===== config.mk =====
export PLATFORM = sky130hd
export DESIGN_NAME = multicycle_control
export DESIGN_NICKNAME = d
export VERILOG_FILES = /design/src/rtl/multicycle_control.sv
export SDC_FILE = /design/constraint.sdc
export NUM_CORES = 1
export LEC_CHECK = 0
export CORE_MARGIN = 5
export CORE_UTILIZATION = 50
export CTS_CLUSTER_DIAMETER = 150
export DETAILED_ROUTE_END_ITERATION = 6
export GPL_TIMING_DRIVEN = 0
export HOLD_SLACK_MARGIN = 0.05
export PLACE_DENSITY = 0.87
export RECOVER_POWER = 100
export SYNTH_ARGS = -nofsm -noshare
export SYNTH_HDL_FRONTEND = slang
export SYNTH_SLANG_ARGS = --single-unit

===== constraint.sdc =====
create_clock -name clk -period 3.17 [get_ports clk]
set_input_delay 0.951 -clock clk [delete_from_list [all_inputs] [get_ports clk]]
set_output_delay 0.951 -clock clk [all_outputs]
set_load 0.05 [all_outputs]

===== src/rtl/multicycle_control.sv =====
// Main control FSM for the multicycle MIPS datapath: sequences each
// instruction, drives datapath strobes and counts retired instructions.
module multicycle_control #(
    parameter int          CNT_W   = 16,
    parameter logic [5:0]  NORI_OP = 6'b001110
) (
    input  logic             clk,
    input  logic             reset,
    input  logic [5:0]       opcode,
    input  logic             zero,
    input  logic             neg,
    input  logic             mem_ready,
    output logic             memread,
    output logic             memwrite,
    output logic             iord,
    output logic             irwrite,
    output logic             regdst,
    output logic             memtoreg,
    output logic             regwrite,
    output logic             alusrca,
    output logic [1:0]       alusrcb,
    output logic             aluop1,
    output logic             aluop0,
    output logic [1:0]       pcsource,
    output logic             pcen,
    output logic             illegal,
    output logic [3:0]       state,
    output logic [CNT_W-1:0] instr_count
);

    localparam logic [5:0] OP_RTYPE = 6'b000000;
    localparam logic [5:0] OP_LW    = 6'b100011;
    localparam logic [5:0] OP_SW    = 6'b101011;
    localparam logic [5:0] OP_BEQ   = 6'b000100;
    localparam logic [5:0] OP_BLTZ  = 6'b000001;
    localparam logic [5:0] OP_J     = 6'b000010;

    typedef enum logic [3:0] {
        S_FETCH  = 4'd0,
        S_DECODE = 4'd1,
        S_MEMADR = 4'd2,
        S_MEMRD  = 4'd3,
        S_MEMWB  = 4'd4,
        S_MEMWR  = 4'd5,
        S_EXEC   = 4'd6,
        S_ALUWB  = 4'd7,
        S_BRANCH = 4'd8,
        S_JUMP   = 4'd9,
        S_NORIEX = 4'd10,
        S_NORIWB = 4'd11,
        S_TRAP   = 4'd12
    } state_t;

    state_t           r_state;
    state_t           w_next;
    logic             r_illegal;
    logic [CNT_W-1:0] r_count;

    logic       w_memwrite;
    logic       w_regwrite;
    logic       w_irwrite;
    logic       w_pcen;
    logic [1:0] w_aluop;
    logic       w_retiring;

    always_ff @(posedge clk) begin
        if (reset) begin
            r_state   <= S_FETCH;
            r_illegal <= 1'b0;
            r_count   <= '0;
        end else begin
            r_state <= w_next;
            if (w_next == S_TRAP)
                r_illegal <= 1'b1;
            if (w_retiring)
                r_count <= r_count + 1'b1;
        end
    end

    always_comb begin
        w_next     = r_state;
        memread    = 1'b0;
        w_memwrite = 1'b0;
        iord       = 1'b0;
        w_irwrite  = 1'b0;
        regdst     = 1'b0;
        memtoreg   = 1'b0;
        w_regwrite = 1'b0;
        alusrca    = 1'b0;
        alusrcb    = 2'b00;
        w_aluop    = 2'b00;
        pcsource   = 2'b00;
        w_pcen     = 1'b0;
        w_retiring = 1'b0;
        case (r_state)
            S_FETCH: begin
                memread   = 1'b1;
                alusrcb   = 2'b01;
                w_irwrite = mem_ready;
                w_pcen    = mem_ready;
                if (mem_ready)
                    w_next = S_DECODE;
            end
            S_DECODE: begin
                alusrcb = 2'b11;
                if (opcode == OP_RTYPE)
                    w_next = S_EXEC;
                else if (opcode == OP_LW || opcode == OP_SW)
                    w_next = S_MEMADR;
                else if (opcode == OP_BEQ || opcode == OP_BLTZ)
                    w_next = S_BRANCH;
                else if (opcode == OP_J)
                    w_next = S_JUMP;
                else if (opcode == NORI_OP)
                    w_next = S_NORIEX;
                else
                    w_next = S_TRAP;
            end
            S_MEMADR: begin
                alusrca = 1'b1;
                alusrcb = 2'b10;
                w_next  = (opcode == OP_LW) ? S_MEMRD : S_MEMWR;
            end
            S_MEMRD: begin
                memread = 1'b1;
                iord    = 1'b1;
                if (mem_ready)
                    w_next = S_MEMWB;
            end
            S_MEMWB: begin
                w_regwrite = 1'b1;
                memtoreg   = 1'b1;
                w_next     = S_FETCH;
                w_retiring = 1'b1;
            end
            S_MEMWR: begin
                w_memwrite = 1'b1;
                iord       = 1'b1;
                if (mem_ready) begin
                    w_next     = S_FETCH;
                    w_retiring = 1'b1;
                end
            end
            S_EXEC: begin
                alusrca = 1'b1;
                w_aluop = 2'b10;
                w_next  = S_ALUWB;
            end
            S_ALUWB: begin
                w_regwrite = 1'b1;
                regdst     = 1'b1;
                w_next     = S_FETCH;
                w_retiring = 1'b1;
            end
            S_BRANCH: begin
                alusrca    = 1'b1;
                w_aluop    = 2'b01;
                pcsource   = 2'b01;
                w_pcen     = (opcode == OP_BEQ)  ? zero :
                             (opcode == OP_BLTZ) ? neg  : 1'b0;
                w_next     = S_FETCH;
                w_retiring = 1'b1;
            end
            S_JUMP: begin
                pcsource   = 2'b10;
                w_pcen     = 1'b1;
                w_next     = S_FETCH;
                w_retiring = 1'b1;
            end
            S_NORIEX: begin
                alusrca = 1'b1;
                alusrcb = 2'b10;
                w_aluop = 2'b11;
                w_next  = S_NORIWB;
            end
            S_NORIWB: begin
                w_regwrite = 1'b1;
                w_next     = S_FETCH;
                w_retiring = 1'b1;
            end
            S_TRAP: begin
                w_next = S_TRAP;
            end
            default: begin
                w_next = S_FETCH;
            end
        endcase
    end

    // Write-type strobes must never fire while reset is held.
    assign memwrite    = w_memwrite & ~reset;
    assign regwrite    = w_regwrite & ~reset;
    assign irwrite     = w_irwrite  & ~reset;
    assign pcen        = w_pcen     & ~reset;
    assign aluop1      = w_aluop[1];
    assign aluop0      = w_aluop[0];
    assign illegal     = r_illegal;
    assign state       = r_state;
    assign instr_count = r_count;

endmodule


# Word-level counts from Yosys, hierarchy flattened
# Index checks and enable logic that the tools add are counted.
# Widths: inputs -> output; s select.
[classes]
add_sub_neg = 1
eq_ne = 19
mux = 26
n_bitwise = 5
n_reduce_logical = 10
[ops]
columns = ["op", "count"]
rows = [
  ["$pmux 4 s8", 1],
  ["$eq 4x4->1 const B", 6],
  ["$mux 4", 5],
  ["$add 16x1->16 const B", 1],
  ["$eq 4x3->1 const B", 4],
  ["$eq 6x6->1 const B", 2],
  ["$mux 3", 4],
  ["$pmux 2 s3", 2],
  ["$mux 1", 11],
  ["$eq 4x2->1 const B", 2],
  ["$eq 6x1->1 const B", 1],
  ["$eq 6x2->1 const B", 1],
  ["$eq 6x3->1 const B", 1],
  ["$eq 6x4->1 const B", 1],
  ["$logic_not 6->1", 1],
  ["$reduce_or 2->1", 3],
  ["$reduce_or 5->1", 1],
  ["$and 1x1->1", 4],
  ["$eq 4x1->1 const B", 1],
  ["$logic_not 4->1", 1],
  ["$pmux 2 s2", 1],
  ["$reduce_or 4->1", 1],
  ["$pmux 1 s3", 1],
  ["$reduce_or 3->1", 1],
  ["3 further kinds", 4],
]
[totals]
reg_bits = 21
in_bits = 11
output_inout_bits = 36

# Logic depth before layout (Yosys ltp)
# Gate-level depths: netlist (run 1).
[logic_depth]
word_depth = 8
depth_mapped = 7
ltp_nobuf = 5

# Least setup slack after synthesis (run 1)
# OpenSTA, ideal clock, no wires.
[synth_timing]
path_kind = "flip-flop to output port"
startpoint = "register r_state[3], in the netlist state[3]"
endpoint = "output pcen"
arrival_ps = 3291
required_ps = 2219
slack_ps = -1072
stages_incl_launch_ff = 7
path_cell_list = "dfxtp_1 buf_2 buf_2 nand2_1 nor3_1 a41oi_1 nor2_1"
[synth_between]
elab_chain_cells = 3
elab_cells_between_ends = 5
classes_between = "2 x eq/ne; 1 x mux; 1 x bitwise; 1 x reduce/logical"
[synth_rtl]
columns = ["item", "line", "rtl"]
rows = [
  ["start, declared", "54", "state_t r_state;"],
  ["start signal, assigned", "72", "r_state <= w_next;"],
  ["$eq 4x4->1 or $logic_not 4->1 (tied branches)", "95", "case (r_state)"],
  ["$pmux 1 s3 *", "95", ""],
  ["$and 1x1->1 *", "194", "assign pcen = w_pcen & ~reset;"],
  ["end, declared", "25", "output logic pcen,"],
]
# Every way passes the cells marked *; elsewhere a longest branch is shown, timed or not.

# Worst setup path after layout (run 1)
[layout_timing]
startpoint = "input reset"
endpoint = "output regwrite"
[layout_between]
elab_chain_cells = 2
[layout_rtl]
columns = ["item", "line", "rtl"]
rows = [
  ["start, declared", "8", "input logic reset,"],
  ["$not 1->1", "192", "assign regwrite = w_regwrite & ~reset;"],
  ["$and 1x1->1", "192", ""],
  ["end, declared", "19", "output logic regwrite,"],
]
# Every way passes these cells.

==> results.py, run 1 <==
metrics = {
    "sta": {
        "max-slew-margin-rel": 0.321,
        "period_share": 0.987,
        "hold_ws_ns": 0.459,
        "period_needed_ns": 3.13,
        "grt_setup_unrepaired": "false",
        "tightestPinTransition_ns": 1.01,
        "finClkSkew_ns": 0.00326,
        "fmax_mhz": 320,
        "drv_slew": 0,
        "setup_viol": 0,
        "hold_violations": 0,
    },
    "floorplanning": {
        "die_w_um": 64.6,
        "rows": 19,
        "fp.dieH_um": 64.6,
        "core-area_um2": 2810,
        "io_pins": 47,
        "start_util": 0.532,
        "dieArea_um2": 4180,
    },
    "worst_setup_path": {
        "setup.worst_path.end_class": "output pin",
        "timing.rr.start": "state[1]",
        "cp_top_family": "buffers and inverters",
        "critical_path_depth": 4,
        "cp.arrival_ns": 2.18,
        "required_ns": 2.22,
        "rr_worst_depth": 7,
        "cp-startpoint": "reset",
        "cp_slowest_cell": "clkdlybuf4s50_1",
        "cp-start-kind": "primary input",
        "worst-path-buf-inv": 3,
        "ff2ff_setup_slack_ns": 0.59,
        "timing.rr.end": "instr_count[6]",
        "worstPathMaxFanout": 10,
        "crit_end": "regwrite",
        "critPathKind": "in -> out",
        "slowest_delay_ns": 0.56,
        "cp_cell_sequence": "clkdlybuf4s50_1, clkbuf_4, nor2_4, clkdlybuf4s18_2",
    },
    "power_and_ir_drop": {
        "power_density_nw_per_um2": 316,
        "ir_drop_mv": 0.237,
        "p_leak_uw": 0.000755,
    },
    "routing": {
        "num_vias": 1559,
        "firstDrtPassIters": 4,
        "drt_iter0_drc": 51,
        "detail-route-antenna-nets": 0,
        "drc": 0,
        "vias_per_cell": 5.71,
        "wl_per_cell_um": 13.3,
        "wl_um": 3640,
    },
    "layout": {
        "area_growth_pct": 32.5,
        "diodes": 0,
        "post-route-util": 0.704,
        "layout-drive-gt1-share": 0.132,
        "fin_area_um2": 1980,
        "fin_nets": 255,
    },
    "synth": {
        "yosysMostFrequentCell": "nor2_1",
        "avgSynthCellArea_um2": 7.57,
        "synth_flop_cell": "dfxtp_1",
        "netlist_area_um2": 1490,
        "ys_ff_latch": 21,
        "synthTopCellsByCount": "nor2_1 (24), a21oi_1 (21), dfxtp_1 (21)",
        "synth_top_cell_by_area": "dfxtp_1",
        "synthArstFlopShare": 0,
        "synth_warnings": 0,
        "syn_nets": 209,
        "synthCells": 197,
        "synth-edff-count": 0,
        "synth.area.top_cells": "dfxtp_1 (28%), a21oi_1 (7.0%), nor2_1 (6.0%)",
        "yosysTopAreaCellShare": 0.282,
        "yosysSeqAreaShare": 0.282,
        "synthDistinctLibCells": 51,
    },
    "clock_network": {
        "cts-root-buf": "clkbuf_4",
        "clkSinkCount": 21,
        "cts_hold_buffers": 0,
        "insertion_delay_ns": 0.30,
        "cts.clk_slew.worst_paths_ns": 0.11,
        "cts_buffer_depth": 2,
        "cts_tree": "built",
        "cts_buffers": 3,
        "htree_levels": 1,
    },
    "placement": {
        "place_area_um2": 1990,
        "port_buffers": 42,
        "gp_congestion": 0.846,
        "dp_hpwl_um": 2760,
    },
    "global_route": {
        "grt_pass1_vias": 1386,
        "grt_usage": 0.176,
        "grt_pass1_wl_um": 6060,
        "overflow": 0,
        "grt_max_degree": 20,
        "antenna_found_initial": 0,
    },
    "hold_path": {
        "hold_depth": 2,
        "hold_path.class": "reg -> reg",
    },
    "job": {
        "cap_viol_max_count": 0,
    },
    "run_status": {
        "status": "finished clean",
    },
}
==> worst min path at each step <==
stage                 start       to  slack, ns
floorplan           illegal  illegal       0.67
global placement    illegal  illegal       0.45
detailed placement  illegal  illegal       0.45
CTS                 illegal  illegal       0.47
global route        illegal  illegal       0.49
finish              illegal  illegal       0.46
==> logic make-up after synthesis <==
group                      Yosys count  synth area share
buffers and inverters               20            0.0654
and+or+nand+nor                     96             0.371
adders and majority gates            1           0.00839
DFF                                 21             0.282
xor gates and xnor gates             8            0.0470
AOI/OAI and AO/OA                   51             0.227
==> cells in the final DEF (no fill, tap or decap), types with 5 or more instances in the layout <==
| cell type | Yosys | final |
|---|---|---|
| nor2_1 | 24 | 22 |
| a21oi_1 | 21 | 21 |
| dlygate4sd3_1 | 0 | 21 |
| dfxtp_1 | 21 | 20 |
| nand2_1 | 11 | 11 |
| nor3_1 | 13 | 10 |
| o21ai_0 | 8 | 9 |
| clkdlybuf4s50_1 | 0 | 8 |
| clkbuf_1 | 6 | 7 |
| nand2b_1 | 6 | 6 |
| xor2_1 | 6 | 6 |
| dlygate4sd2_1 | 0 | 6 |
| clkbuf_4 | 0 | 5 |
| clkbuf_2 | 0 | 5 |
| inv_1 | 5 | 5 |
| nand3_1 | 5 | 5 |
| or3_1 | 5 | 5 |
==> metal layers <==
metal	part of all wire	wire length, µm	GRT usage	vias to the layer above
li1	-	-	-	808
met1	0.48	1750	0.239	712
met2	0.46	1690	0.289	37
met3	0.053	193	0.0466	2
met4	0.0027	10	0.0211	0
met5	0	0	0	-
==> layout make-up <==
cell class | count | area, µm²
multi-input cells | 156 | 1000
fillers | 248 | 830
flip-flops and latches | 21 | 422
repair buffers | 42 | 390
plain buffers | 14 | 80.1
well taps | 31 | 38.8
clock buffers | 4 | 26.3
inverters | 5 | 18.8
==> worst register-to-register path: stages (launching register included) <==
cell and delay (ns):
dfxtp_1 0.35, clkbuf_4 0.30, nor3b_4 0.07, o21ai_0 0.79, nand4_2 0.20, clkbuf_1 0.25
or3_1 0.40, a21oi_1 0.14
==> where the power goes <==
part | internal (µW) | switching (µW)
clock network | 49.1 | 79.3
registers | 270 | 4.76
logic | 70.2 | 150
total | 390 | 234
==> through the flow <==
stage          worst slack, ns  total power, µW  std cells  TNS [ns]
2_1_floorplan           -0.158              450        197    -0.158
3_3_place_gp            -0.603              514        270     -1.77
3_5_place_dp            -0.616              515        270     -1.83
4_1_cts                0.00578              635        273         0
5_1_grt                0.00115              654        273         0
6_report                0.0403              624        273         0
==> timing repair <==
item                       4_1_cts  5_1_grt
resized for setup               19       11
gates cloned                     0        0
setup endpoints to repair       11       10
buffers inserted                 0        0
==> registers in the layout, summed over array words and instances (netlist names) <==
register     count
state            4
illegal          1
instr_count     16
Note: power is estimated with default switching activity, not from simulation.
==> run 2, diff against run 1 <==
--- a/config.mk
+++ b/config.mk
@@ -9,9 +9,10 @@
 export CORE_UTILIZATION = 50
 export CTS_CLUSTER_DIAMETER = 150
 export DETAILED_ROUTE_END_ITERATION = 6
+export GPL_ROUTABILITY_DRIVEN = 0
 export GPL_TIMING_DRIVEN = 0
 export HOLD_SLACK_MARGIN = 0.05
-export PLACE_DENSITY = 0.87
+export PLACE_DENSITY = 0.85
 export RECOVER_POWER = 100
 export SYNTH_ARGS = -nofsm -noshare
 export SYNTH_HDL_FRONTEND = slang
==> results.py, run 2 (same netlist as run 1, synthesis figures left out) <==
metrics = {
    "clock_network": {
        "insertion_delay_ns": 0.32,
        "clkSinkCount": 21,
        "cts_tree": "built",
        "cts.clk_slew.worst_paths_ns": 0.11,
        "post_cts_buffers": 0,
        "cts_buffer_depth": 2,
        "ctsResizeCount": 20,
        "cts-root-buf": "clkbuf_4",
        "htree_levels": 1,
        "cts_hold_buffers": 0,
        "cts_buffers": 3,
    },
    "layout": {
        "largest_reg_flops": 16,
        "fillers": 261,
        "area_growth_pct": 30.7,
        "fin_area_um2": 1950,
        "diodes": 0,
        "layout-drive-gt1-share": 0.128,
        "fin_nets": 255,
        "final_cell_mix": "nor2_1 (22), dlygate4sd3_1 (22), a21oi_1 (21), dfxtp_1 (21)",
    },
    "power_and_ir_drop": {
        "power_uw": 628,
        "power_density_nw_per_um2": 322,
        "ir_drop_mv": 0.237,
        "p_leak_uw": 0.000760,
    },
    "floorplanning": {
        "dieArea_um2": 4180,
        "rows": 19,
        "fp.dieH_um": 64.6,
        "start_util": 0.532,
        "io_pins": 47,
        "core-area_um2": 2810,
        "die_w_um": 64.6,
    },
    "sta": {
        "grt_setup_unrepaired": "false",
        "hold_ws_ns": 0.469,
        "period_share": 0.984,
        "worst_slack_ns": 0.0502,
        "hold_violations": 0,
        "max-slew-margin-rel": 0.327,
        "setup_viol": 0,
        "tightestPinTransition_ns": 0.998,
        "period_needed_ns": 3.12,
        "finClkSkew_ns": 0.0107,
        "drv_slew": 0,
        "fmax_mhz": 321,
    },
    "global_route": {
        "grt_pass1_vias": 1431,
        "grt_usage": 0.193,
        "overflow": 0,
        "met3_usage": 0.0449,
        "use_met2": 0.311,
        "antenna_found_initial": 0,
        "top_usage_layer": "met2",
        "grt_pass1_wl_um": 6510,
        "grt_max_degree": 20,
        "use_met1": 0.252,
    },
    "worst_setup_path": {
        "cp.arrival_ns": 2.17,
        "ff2ff_setup_slack_ns": 0.64,
        "setup.worst_path.end_class": "output pin",
        "cp_cell_sequence": "clkdlybuf4s50_1, nor3_2, dlygate4sd2_1",
        "critPathKind": "in -> out",
        "worstPathMaxFanout": 5,
        "timing.rr.start": "state[1]",
        "required_ns": 2.22,
        "timing.rr.end": "instr_count[10]",
        "cp_slowest_cell": "dlygate4sd2_1",
        "cp-start-kind": "primary input",
        "slowest_delay_ns": 0.54,
        "rr_worst_depth": 7,
    },
    "routing": {
        "num_vias": 1599,
        "wl_per_cell_um": 14.1,
        "wl_um": 3850,
        "detail-route-antenna-nets": 0,
        "drc": 0,
        "vias_per_cell": 5.86,
        "drt_iter0_drc": 74,
        "firstDrtPassIters": 4,
    },
    "run_status": {
        "status": "finished clean",
    },
    "hold_path": {
        "hold_end": "illegal",
        "hold_depth": 2,
        "hold_path.class": "reg -> reg",
        "hp-start": "illegal",
    },
    "job": {
        "cap_viol_max_count": 0,
    },
    "placement": {
        "dp_slack_ns": -0.607,
        "place_area_um2": 1990,
        "port_buffers": 42,
        "dp_hpwl_um": 2930,
    },
}
-- run 2: worst max path at each step --
stage,start,end,depth (start not counted)
detailed placement,reset,pcen,4
floorplan,state[3],pcen,6
CTS,opcode[5],pcen,5
finish,reset,memwrite,3
global placement,reset,pcen,4
global route,state[3],pcsource[0],5
-- run 2: stage by stage --
step                      std cells   util   TNS (ns)
after global routing            273  0.695          0
after CTS                       273  0.719  -0.000640
after global placement          270  0.711      -1.81
after detailed placement        270  0.711      -1.81
after floorplan                 197      -     -0.158
final                           273  0.695          0
-- run 2: routing by layer --
layer	wire [µm]	share of wire	up-vias
li1	-	-	808
met1	1770	0.46	742
met2	1800	0.47	43
met3	226	0.059	6
met4	55	0.014	0
met5	0	0	-
-- run 2: critical path: cells and delay by family --
family        cells  cell delay [ns]
simple gates      1             0.19
buf+inv           2             1.02
-- run 2: layout make-up --
class	instances	area [µm²]	area share
multi-input combinational	156	980	0.503
sequential	21	420	0.216
timing repair buffer	42	384	0.197
buffer	14	80.1	0.0411
tap	31	38.8	0.0199
clock buffer	3	22.5	0.0116
inverter	5	18.8	0.00963
clock inverter	1	5.00	0.00257
-- run 2: where the power goes --
part	leakage (µW)	switching (µW)	internal, µW	total [µW]
Clock	0.0000177	87.1	47.2	134
Sequential	0.000170	5.04	270	275
Combinational	0.000573	150	68.4	218
Total	0.000760	242	386	628
==> run 3, diff against run 2 <==
--- a/config.mk
+++ b/config.mk
@@ -6,13 +6,14 @@
 export NUM_CORES = 1
 export LEC_CHECK = 0
 export CORE_MARGIN = 5
-export CORE_UTILIZATION = 50
+export CORE_UTILIZATION = 55
 export CTS_CLUSTER_DIAMETER = 150
 export DETAILED_ROUTE_END_ITERATION = 6
+export DONT_BUFFER_PORTS = 1
 export GPL_ROUTABILITY_DRIVEN = 0
 export GPL_TIMING_DRIVEN = 0
 export HOLD_SLACK_MARGIN = 0.05
-export PLACE_DENSITY = 0.85
+export PLACE_DENSITY = 0.81
 export RECOVER_POWER = 100
 export SYNTH_ARGS = -nofsm -noshare
 export SYNTH_HDL_FRONTEND = slang
==> results.py, run 3 (same netlist as run 1, synthesis figures left out) <==
metrics = {
    "routing": {
        "wl_per_cell_um": 16.7,
        "drt_iter0_drc": 82,
        "wl_met2_um": 1870,
        "vias_per_cell": 6.38,
        "drt-met1-wl_um": 1720,
        "detail-route-antenna-nets": 0,
        "drc": 0,
        "firstDrtPassIters": 4,
        "num_vias": 1519,
        "top_layer_used": "met4",
        "wl_met3_um": 342,
        "wl_um": 3970,
    },
    "placement": {
        "port_buffers": 0,
        "dp_slack_ns": -0.357,
        "dp_hpwl_um": 2820,
        "dp.cells": 228,
    },
    "layout": {
        "post-route-util": 0.678,
        "fin_nets": 221,
        "area_growth_pct": 15.8,
        "largest_reg_flops": 16,
        "multi_input_area_um2": 1040,
        "seq_area_um2": 433,
        "final_cell_mix": "nor2_1 (20), a21oi_1 (20), dfxtp_1 (17), buf_4 (10), nand2_1 (10)",
        "layout-drive-gt1-share": 0.216,
        "fillers": 220,
        "diodes": 0,
        "fin_cells": 238,
    },
    "clock_network": {
        "insertion_delay_ns": 0.30,
        "cts_hold_buffers": 0,
        "cts_tree": "built",
        "cts_buffer_depth": 2,
        "htree_levels": 1,
        "cts_buffers": 3,
        "clkSinkCount": 21,
        "cts-root-buf": "clkbuf_4",
        "cts.clk_slew.worst_paths_ns": 0.11,
    },
    "sta": {
        "finClkSkew_ns": 0.00247,
        "period_share": 0.983,
        "drv_slew": 0,
        "max-slew-margin-rel": 0.300,
        "setup_viol": 0,
        "period_needed_ns": 3.12,
        "fmax_mhz": 321,
        "tightestPinTransition_ns": 1.04,
        "hold_violations": 0,
        "worst_slack_ns": 0.0534,
    },
    "hold_path": {
        "hold_path.class": "reg -> reg",
        "hold_end": "illegal",
        "hp-start": "illegal",
        "hold_depth": 2,
    },
    "power_and_ir_drop": {
        "ir_drop_mv": 0.354,
        "internal-power_uw": 386,
        "power_uw": 624,
        "clkPwrFrac": 0.200,
        "power_density_nw_per_um2": 361,
        "p_leak_uw": 0.000558,
        "power_switching_share": 0.382,
        "p_switching_uw": 238,
        "power_frac_seq": 0.479,
        "combPwrFrac": 0.321,
    },
    "job": {
        "cap_viol_max_count": 0,
    },
    "worst_setup_path": {
        "worstPathMaxFanout": 8,
        "setup.worst_path.end_class": "output pin",
        "ff2ff_setup_slack_ns": 0.39,
        "cp-start-kind": "flip-flop",
        "cp.arrival_ns": 2.17,
        "cp-startpoint": "state[2]",
        "timing.rr.end": "instr_count[13]",
        "rr_worst_depth": 6,
        "timing.rr.start": "state[1]",
        "critPathKind": "reg -> out",
        "required_ns": 2.22,
    },
    "floorplanning": {
        "core-area_um2": 2540,
        "die_w_um": 62.1,
        "rows": 18,
        "io_pins": 47,
        "fp.dieH_um": 62.1,
        "dieArea_um2": 3850,
        "start_util": 0.586,
    },
    "global_route": {
        "overflow": 0,
        "grt_pass1_wl_um": 6150,
        "grt_usage": 0.208,
        "antenna_found_initial": 0,
        "grt_max_degree": 12,
        "grt_pass1_vias": 1370,
    },
    "run_status": {
        "status": "finished clean",
    },
}
[run 3: changes by cell type in the layout (fill, tap and decap cells not counted), moves of 3 or more]
cell / previous run / this run
buf_2: 5 / 2
buf_4: 2 / 10
clkbuf_2: 4 / 0
clkdlybuf4s50_1: 7 / 0
dfxtp_1: 21 / 17
dfxtp_4: 0 / 3
dlygate4sd2_1: 6 / 0
dlygate4sd3_1: 22 / 0
[run 3: through the flow]
step	TNS, ns	cell area [µm²]	hold WS, ns
6_report	0	1730	0.711
5_1_grt	-0.0128	1730	0.731
4_1_cts	-0.120	1680	0.718
3_5_place_dp	-0.681	1580	0.693
3_3_place_gp	-0.529	1570	0.693
2_1_floorplan	-0.158	1540	0.671
[run 3: layout make-up]
type | instances | share of cell area
buffer | 13 | 0.0609
tap | 30 | 0.0217
multi-input combinational | 156 | 0.600
clock buffer | 4 | 0.0152
timing repair buffer | 9 | 0.0391
sequential | 21 | 0.251
inverter | 5 | 0.0123
[run 3: power by group through the flow]
| stage | combinational [µW] | clock [µW] | sequential [µW] |
|---|---|---|---|
| 2_1_floorplan | 147 | 0 | 303 |
| 3_3_place_gp | 165 | 0 | 304 |
| 3_5_place_dp | 172 | 0 | 305 |
| 4_1_cts | 184 | 130 | 299 |
| 5_1_grt | 215 | 143 | 300 |
| 6_report | 200 | 124 | 299 |
[run 3: worst max-delay path, stage by stage (launching register included)]
cell and delay [ns]:
dfxtp_4 0.42, buf_8 0.15, buf_12 0.14, inv_4 0.06
nand2_4 0.06, nor3_4 0.46, a41oi_2 0.24, nor2_4 0.32
[run 3: layer usage]
layer	up-vias	GRT usage
met1	734	0.271
met3	4	0.0847
met4	0	0.0242
met5	-	0
li1	736	-
met2	45	0.334
[run 3: worst max path at each step]
stage,endpoint,slack (ns),cells past startpoint
global placement,pcen,-0.32,6
CTS,pcen,-0.12,7
floorplan,pcen,-0.16,6
global route,pcen,-0.01,7
detailed placement,pcen,-0.36,6
finish,pcen,0.05,7
[run 3: timing repair]
action | in CTS | in global routing
resized for setup | 23 | 12
buffers inserted | 0 | 8
setup endpoints to repair | 10 | 3
pin swaps | 5 | 3
cloned | 0 | 0
